===== src/rtl/reimu_life_ctrl.sv =====
// rtl/reimu_life_ctrl.sv - Reimu hit/life manager: lives, invincibility window, sprite blink, game-over
module reimu_life_ctrl #(
  parameter int INIT_LIVES = 3,
  parameter int MAX_LIVES  = 7,
  parameter int INV_TICKS  = 40,
  parameter int BLINK_DIV  = 2
) (
  input  logic       clk22,
  input  logic       rst,
  input  logic       gamestart,
  input  logic       shot,
  input  logic       enemy_shot,
  input  logic       life_up,
  output logic [2:0] lives,
  output logic       invincible,
  output logic       reimu_visible,
  output logic       hit,
  output logic       gameover
);

  typedef enum logic [1:0] {
    PLAY   = 2'd0,
    INVINC = 2'd1,
    DEAD   = 2'd2
  } state_t;

  localparam logic [2:0] INIT_L   = 3'(INIT_LIVES);
  localparam logic [3:0] MAX_L    = 4'(MAX_LIVES);
  localparam logic [7:0] INV_LAST = 8'(INV_TICKS - 1);
  localparam logic [3:0] BLK_LAST = 4'(BLINK_DIV - 1);

  state_t     state;
  logic [7:0] inv_cnt;
  logic [3:0] blink_cnt;
  logic       hit_req;
  logic [2:0] lives_inc;
  logic [2:0] lives_after_hit;

  assign hit_req = shot | enemy_shot;

  // lives never exceeds MAX_LIVES, so a hit plus life_up in one cycle nets to no change
  always_comb begin
    lives_inc       = lives;
    lives_after_hit = lives - 3'd1;
    if (life_up && ({1'b0, lives} < MAX_L))
      lives_inc = lives + 3'd1;
    if (life_up)
      lives_after_hit = lives;
  end

  always_ff @(posedge clk22) begin
    if (rst || gamestart) begin
      state         <= PLAY;
      lives         <= INIT_L;
      invincible    <= 1'b0;
      reimu_visible <= 1'b1;
      hit           <= 1'b0;
      gameover      <= 1'b0;
      inv_cnt       <= 8'd0;
      blink_cnt     <= 4'd0;
    end else begin
      case (state)
        PLAY: begin
          if (hit_req) begin
            hit   <= 1'b1;
            lives <= lives_after_hit;
            if (lives_after_hit == 3'd0) begin
              state         <= DEAD;
              gameover      <= 1'b1;
              invincible    <= 1'b0;
              reimu_visible <= 1'b0;
            end else begin
              state         <= INVINC;
              invincible    <= 1'b1;
              inv_cnt       <= INV_LAST;
              reimu_visible <= 1'b0;
              blink_cnt     <= 4'd0;
            end
          end else begin
            hit   <= 1'b0;
            lives <= lives_inc;
          end
        end
        INVINC: begin
          hit   <= 1'b0;
          lives <= lives_inc;
          if (inv_cnt == 8'd0) begin
            state         <= PLAY;
            invincible    <= 1'b0;
            reimu_visible <= 1'b1;
            blink_cnt     <= 4'd0;
          end else begin
            inv_cnt <= inv_cnt - 8'd1;
            if (blink_cnt == BLK_LAST) begin
              blink_cnt     <= 4'd0;
              reimu_visible <= ~reimu_visible;
            end else begin
              blink_cnt <= blink_cnt + 4'd1;
            end
          end
        end
        DEAD: begin
          lives         <= 3'd0;
          gameover      <= 1'b1;
          reimu_visible <= 1'b0;
          invincible    <= 1'b0;
          hit           <= 1'b0;
        end
        default: begin
          state <= PLAY;
          hit   <= 1'b0;
        end
      endcase
    end
  end

endmodule

===== config.mk =====
export PLATFORM = sky130hd
export DESIGN_NAME = reimu_life_ctrl
export DESIGN_NICKNAME = d
export VERILOG_FILES = /design/src/rtl/reimu_life_ctrl.sv
export SDC_FILE = /design/constraint.sdc
export NUM_CORES = 1
export LEC_CHECK = 0
export ABC_CLOCK_PERIOD_IN_PS = 2400
export BUFFER_PORTS_ARGS = -buffer_cell sky130_fd_sc_hd__clkbuf_2
export CAP_MARGIN = 10
export CORE_MARGIN = 4
export CORE_UTILIZATION = 35
export DETAILED_ROUTE_END_ITERATION = 12
export GPL_TIMING_DRIVEN = 0
export SYNTH_ARGS = -nofsm -noshare
export SYNTH_HDL_FRONTEND = slang
export SYNTH_SLANG_ARGS = --single-unit

===== constraint.sdc =====
create_clock -name clk22 -period 2.4 [get_ports clk22]
set_input_delay 0.48 -clock clk22 [delete_from_list [all_inputs] [get_ports clk22]]
set_output_delay 0.48 -clock clk22 [all_outputs]
set_load 0.02 [all_outputs]

# Word level (Yosys, flattened, before mapping)
# Index checks and enable logic that the tools add are counted.
# W data, S select, Z words.
[op_classes]
order_cmp = 1
addsub = 4
n_reduce_logical = 15
n_bitwise = 4
n_eq_ne = 9
muxes = 29
[ops]
columns = ["op", "n"]
rows = [
  ["$mux W8", 3],
  ["$mux W4", 4],
  ["$pmux W8 S2", 1],
  ["$reduce_and A3 Y1", 5],
  ["$ne A2 B2 Y1 const B", 5],
  ["$mux W1", 9],
  ["$mux W3", 3],
  ["$pmux W3 S3", 1],
  ["$logic_not A8 Y1", 1],
  ["$pmux W4 S2", 1],
  ["$sub A8 B1 Y8 const B", 1],
  ["$mux W2", 3],
  ["$pmux W1 S3", 2],
  ["$pmux W2 S3", 1],
  ["$add A4 B1 Y4 const B", 1],
  ["$eq A4 B1 Y1 const B", 1],
  ["$reduce_and A4 Y1", 1],
  ["$reduce_bool A2 Y1", 2],
  ["$add A3 B1 Y3 const B", 1],
  ["$logic_not A3 Y1", 1],
  ["$lt A3 B3 Y1 const B", 1],
  ["$ne A3 B3 Y1 const B", 1],
  ["$not A1 Y1", 3],
  ["$reduce_bool A3 Y1", 1],
  ["9 further kinds", 9],
]
[totals]
word_cells = 70
out_inout_bits = 7
input_bits = 6
ff_bits = 21

# Logic depth before layout (Yosys ltp)
[logic_depth]
depth_word = 6
ltp_mapped = 8
ltp_nobuf = 7

# Least setup slack after synthesis
# No wires, ideal clock.
[synth_path]
path_kind = "register to register"
start = "reg lives[0]"
end = "reg inv_cnt[5]"
t_required_ns = 2.326
n_path_buf = 1
setup_time_ns = 0.074
path_slack_ns = 0.087
arrival_time_ns = 2.239
path_stages_with_launch = 9
path_cell_list = "dfxtp_1 -> buf_6 -> inv_1 -> ha_1 -> and3b_4 -> a211oi_4 -> o21ai_2 -> or4b_1 -> a31oi_1"
[synth_via]
elab_chain_len = 5
[synth_lines]
columns = ["item", "line", "rtl"]
rows = [
  ["start: declaration", "14", "output logic [2:0] lives,"],
  ["start signal: assignment", "66", "lives <= lives_after_hit;"],
  ["start signal: assignment", "81", "lives <= lives_inc;"],
  ["start signal: assignment", "86", "lives <= lives_inc;"],
  ["$sub A3 B1 Y3", "44", "lives_after_hit = lives - 3'd1;"],
  ["$mux W3 *", "47", "if (life_up)"],
  ["$logic_not A3 Y1 *", "67", "if (lives_after_hit == 3'd0) begin"],
  ["$ne A2 B2 Y1 (no source line) *", "n/a", ""],
  ["$reduce_and A4 Y1 (no source line) *", "n/a", ""],
  ["end signal: assignment", "93", "inv_cnt <= inv_cnt - 8'd1;"],
  ["end: declaration", "33", "logic [7:0] inv_cnt;"],
]
# Mark *: on every way between the ends. The rest lies on a longest branch, timed or not.
# A chain may end at the register's enable or synchronous reset.

# Worst setup path in the final report
# Same ends and word-level chain as after synthesis.

==> impl_metrics.env <==
export IMPL_drive_above_1_share=0.209
export IMPL_nets=199
export IMPL_hpwl_um=2280
export IMPL_clkLatencyLatePin_ns=0.26
export IMPL_num_fill_cells=371
export IMPL_arrival_ns=2.42
export IMPL_cts_clk_slew_worst_paths_ns=0.08
export IMPL_ios=13
export IMPL_finalMaxSlewViolations=0
export IMPL_n_antenna_cell=0
export IMPL_synth_edf_count=0
export IMPL_num_vias=1263
export IMPL_synthFlopType="dfxtp_1"
export IMPL_critical_path_max_fanout=8
export IMPL_clock_sinks=21
export IMPL_power_density_nw_per_um2=602
export IMPL_startpoint_type="flip-flop"
export IMPL_die_width_um=70.3
export IMPL_synth_mux_area_frac=0.0157
export IMPL_yosysMostFrequentCell="dfxtp_1"
export IMPL_synth_top_family_by_area="compound AO/OA/AOI/OAI gates"
export IMPL_cts_tree="built"
export IMPL_max_cap_violations=0
export IMPL_tightest_slew_ns=0.639
export IMPL_syn_area_um2=1360
export IMPL_vdd_ir_drop_max_v=0.000244
export IMPL_cts_buffers=3
export IMPL_cts_buffer_depth=2
export IMPL_synthAdderAreaFrac=0.0922
export IMPL_globalRouteTotalUtil=0.133
export IMPL_status="finished, final reports clean"
export IMPL_setup_tns_ns=0
export IMPL_ant_nets=0
export IMPL_row_count=22
export IMPL_yosys_area_share_simple=0.224
export IMPL_worst_ep_required_time_ns=2.59
export IMPL_crit_end="inv_cnt[5]"
export IMPL_grt_pass1_vias=1246
export IMPL_synth_top_area_frac=0.310
export IMPL_die_h_um=70.3
export IMPL_yosys_warnings=0
export IMPL_r2r_start="lives[0]"
export IMPL_hold_class="flip-flop to flip-flop"
export IMPL_synth_commonest_cells="dfxtp_1, a21oi_1, nor2_1"
export IMPL_finalHoldViolCount=0
export IMPL_overflow=0
export IMPL_utilization=0.423
export IMPL_gp_congestion=0.854
export IMPL_stdcell_count=230
export IMPL_die_area_um2=4940
export IMPL_ctsRootBufferMaster="clkbuf_8"
export IMPL_worstSetupEndpointType="flip-flop"
export IMPL_avgSynthCellArea_um2=8.33
export IMPL_fp_coreArea_um2=3720
export IMPL_synth_compound_area_frac=0.251
export IMPL_ys_seq_area_frac=0.310
export IMPL_fmax_mhz=450
export IMPL_synthToLayoutAreaGrowth_pct=15.8
export IMPL_setup_viol=0
export IMPL_first_pass_iters=4
export IMPL_drtIter0Drc=39
export IMPL_post_drt_wl_per_cell_um=13.7
export IMPL_setup_worst_path_start="lives[0]"
export IMPL_cts_hold_buf=0
export IMPL_antenna_found_initial=0
export IMPL_period_share=0.927
export IMPL_path_class="flip-flop to flip-flop"
export IMPL_finalClockSkew_ns=0.00259
export IMPL_synthDistinctLibCells=49
export IMPL_reg2reg_depth=8
export IMPL_yosysTopAreaCell="dfxtp_1"
export IMPL_synth_area_leaders="dfxtp_1, ha_1, a21oi_1, nor2_1, inv_1"
export IMPL_synthXorXnorAreaFrac=0.0387
export IMPL_routed_wl_um=3140
export IMPL_numPortBuffers=12
export IMPL_p_leak_nw=0.641
export IMPL_start_util=0.365
export IMPL_placed_cells=223
export IMPL_grt_setup_unrepaired="no"
export IMPL_via_per_inst=5.49
export IMPL_syn_nets=179
export IMPL_drc=0
export IMPL_grt_pass1_wl_um=5490
export IMPL_htreeDepth=1
export IMPL_relSlewSlack=0.570
export IMPL_synth_seq_cells=21
export IMPL_async_flop_share=0
export IMPL_r2r_slack_ns=0.18
export IMPL_grt_start_max_net_pins=13
export IMPL_min_from="invincible"
export IMPL_layout_min_cycle_time_ns=2.22
export IMPL_timing_rr_end="inv_cnt[5]"
export IMPL_syn_inst=163
where the power goes:
| part | total (W) | internal, W | leakage [nW] | switching, W |
|---|---|---|---|---|
| clock | 0.000238 | 0.000116 | 0.0255 | 0.000122 |
| sequential | 0.000395 | 0.000372 | 0.171 | 0.0000231 |
| combinational | 0.000313 | 0.000138 | 0.445 | 0.000175 |
| total | 0.000946 | 0.000626 | 0.641 | 0.000321 |
state kept, by name (all words and copies together) (netlist names):
register,flops
invincible,1
hit,1
reimu_visible,1
lives,3
state,2
inv_cnt,8
blink_cnt,4
gameover,1
stage by stage:
stage | power [W] | hold WS (ns) | area, µm² | setup WS [ns]
finish | 0.000946 | 0.463 | 1570 | 0.176
global route | 0.00101 | 0.493 | 1570 | 0.00695
CTS | 0.000929 | 0.464 | 1520 | 0.0149
detailed placement | 0.000692 | 0.451 | 1480 | 0.0190
floorplan | 0.000626 | 0.456 | 1360 | 0.0867
global placement | 0.000685 | 0.448 | 1480 | 0.0935
worst max-delay path, stage by stage, from the launching register on:
cell,delay (ns)
dfxtp_2,0.36
buf_6,0.13
inv_1,0.08
ha_4,0.25
and3b_4,0.19
a211oi_4,0.38
o21ai_4,0.11
or4b_1,0.48
a31oi_1,0.17
worst min-delay path by stage:
stage                   end  slack [ns]  cells past startpoint
6_report         invincible        0.46                      2
5_1_grt          invincible        0.49                      2
4_1_cts          invincible        0.46                      2
3_5_place_dp     invincible        0.45                      2
3_3_place_gp     invincible        0.45                      2
2_1_floorplan  blink_cnt[3]        0.46                      2
cell type report:
cell class | count | area (µm²) | share of cell area
timing repair buffer | 15 | 82.6 | 0.0525
clock inverter | 1 | 5.00 | 0.00318
buffer | 5 | 41.3 | 0.0263
sequential | 21 | 423 | 0.269
inverter | 14 | 52.6 | 0.0334
multi-input combinational | 123 | 866 | 0.551
tap | 48 | 60.1 | 0.0382
clock buffer | 3 | 41.3 | 0.0263
placed cells by master (no fill, tap or decap), types with 3 or more instances in the layout:
| master | instances |
|---|---|
| a21oi_1 | 15 |
| xor2_1 | 4 |
| nand2_1 | 13 |
| ha_1 | 9 |
| o21ai_0 | 8 |
| nor2_1 | 14 |
| nor4_1 | 3 |
| inv_1 | 14 |
| clkbuf_8 | 3 |
| dfxtp_1 | 19 |
| clkbuf_2 | 12 |
| o22ai_1 | 3 |
| or3_1 | 5 |
| a31oi_1 | 4 |
| nand3_1 | 3 |
| buf_4 | 5 |
repair_timing:
item	4_1_cts	5_1_grt
hold endpoints to repair	0	0
pin swaps	1	2
setup buffers	0	3
resized for setup	0	5
endpoints found under the setup margin	1	6
logic make-up after synthesis:
group	count (synthesis)
mux	2
buf+inv	19
fa+ha+maj	10
xor+xnor	6
compound gates	50
simple gates	55
flops	21
layer usage:
metal,track usage,wire length (µm),part of all wire
met1,0.171,1450,0.46
met2,0.225,1590,0.51
met3,0.0173,60,0.019
met4,0.0489,34,0.011
met5,0,0,0
No activity file was read; power rests on OpenSTA's default activity.
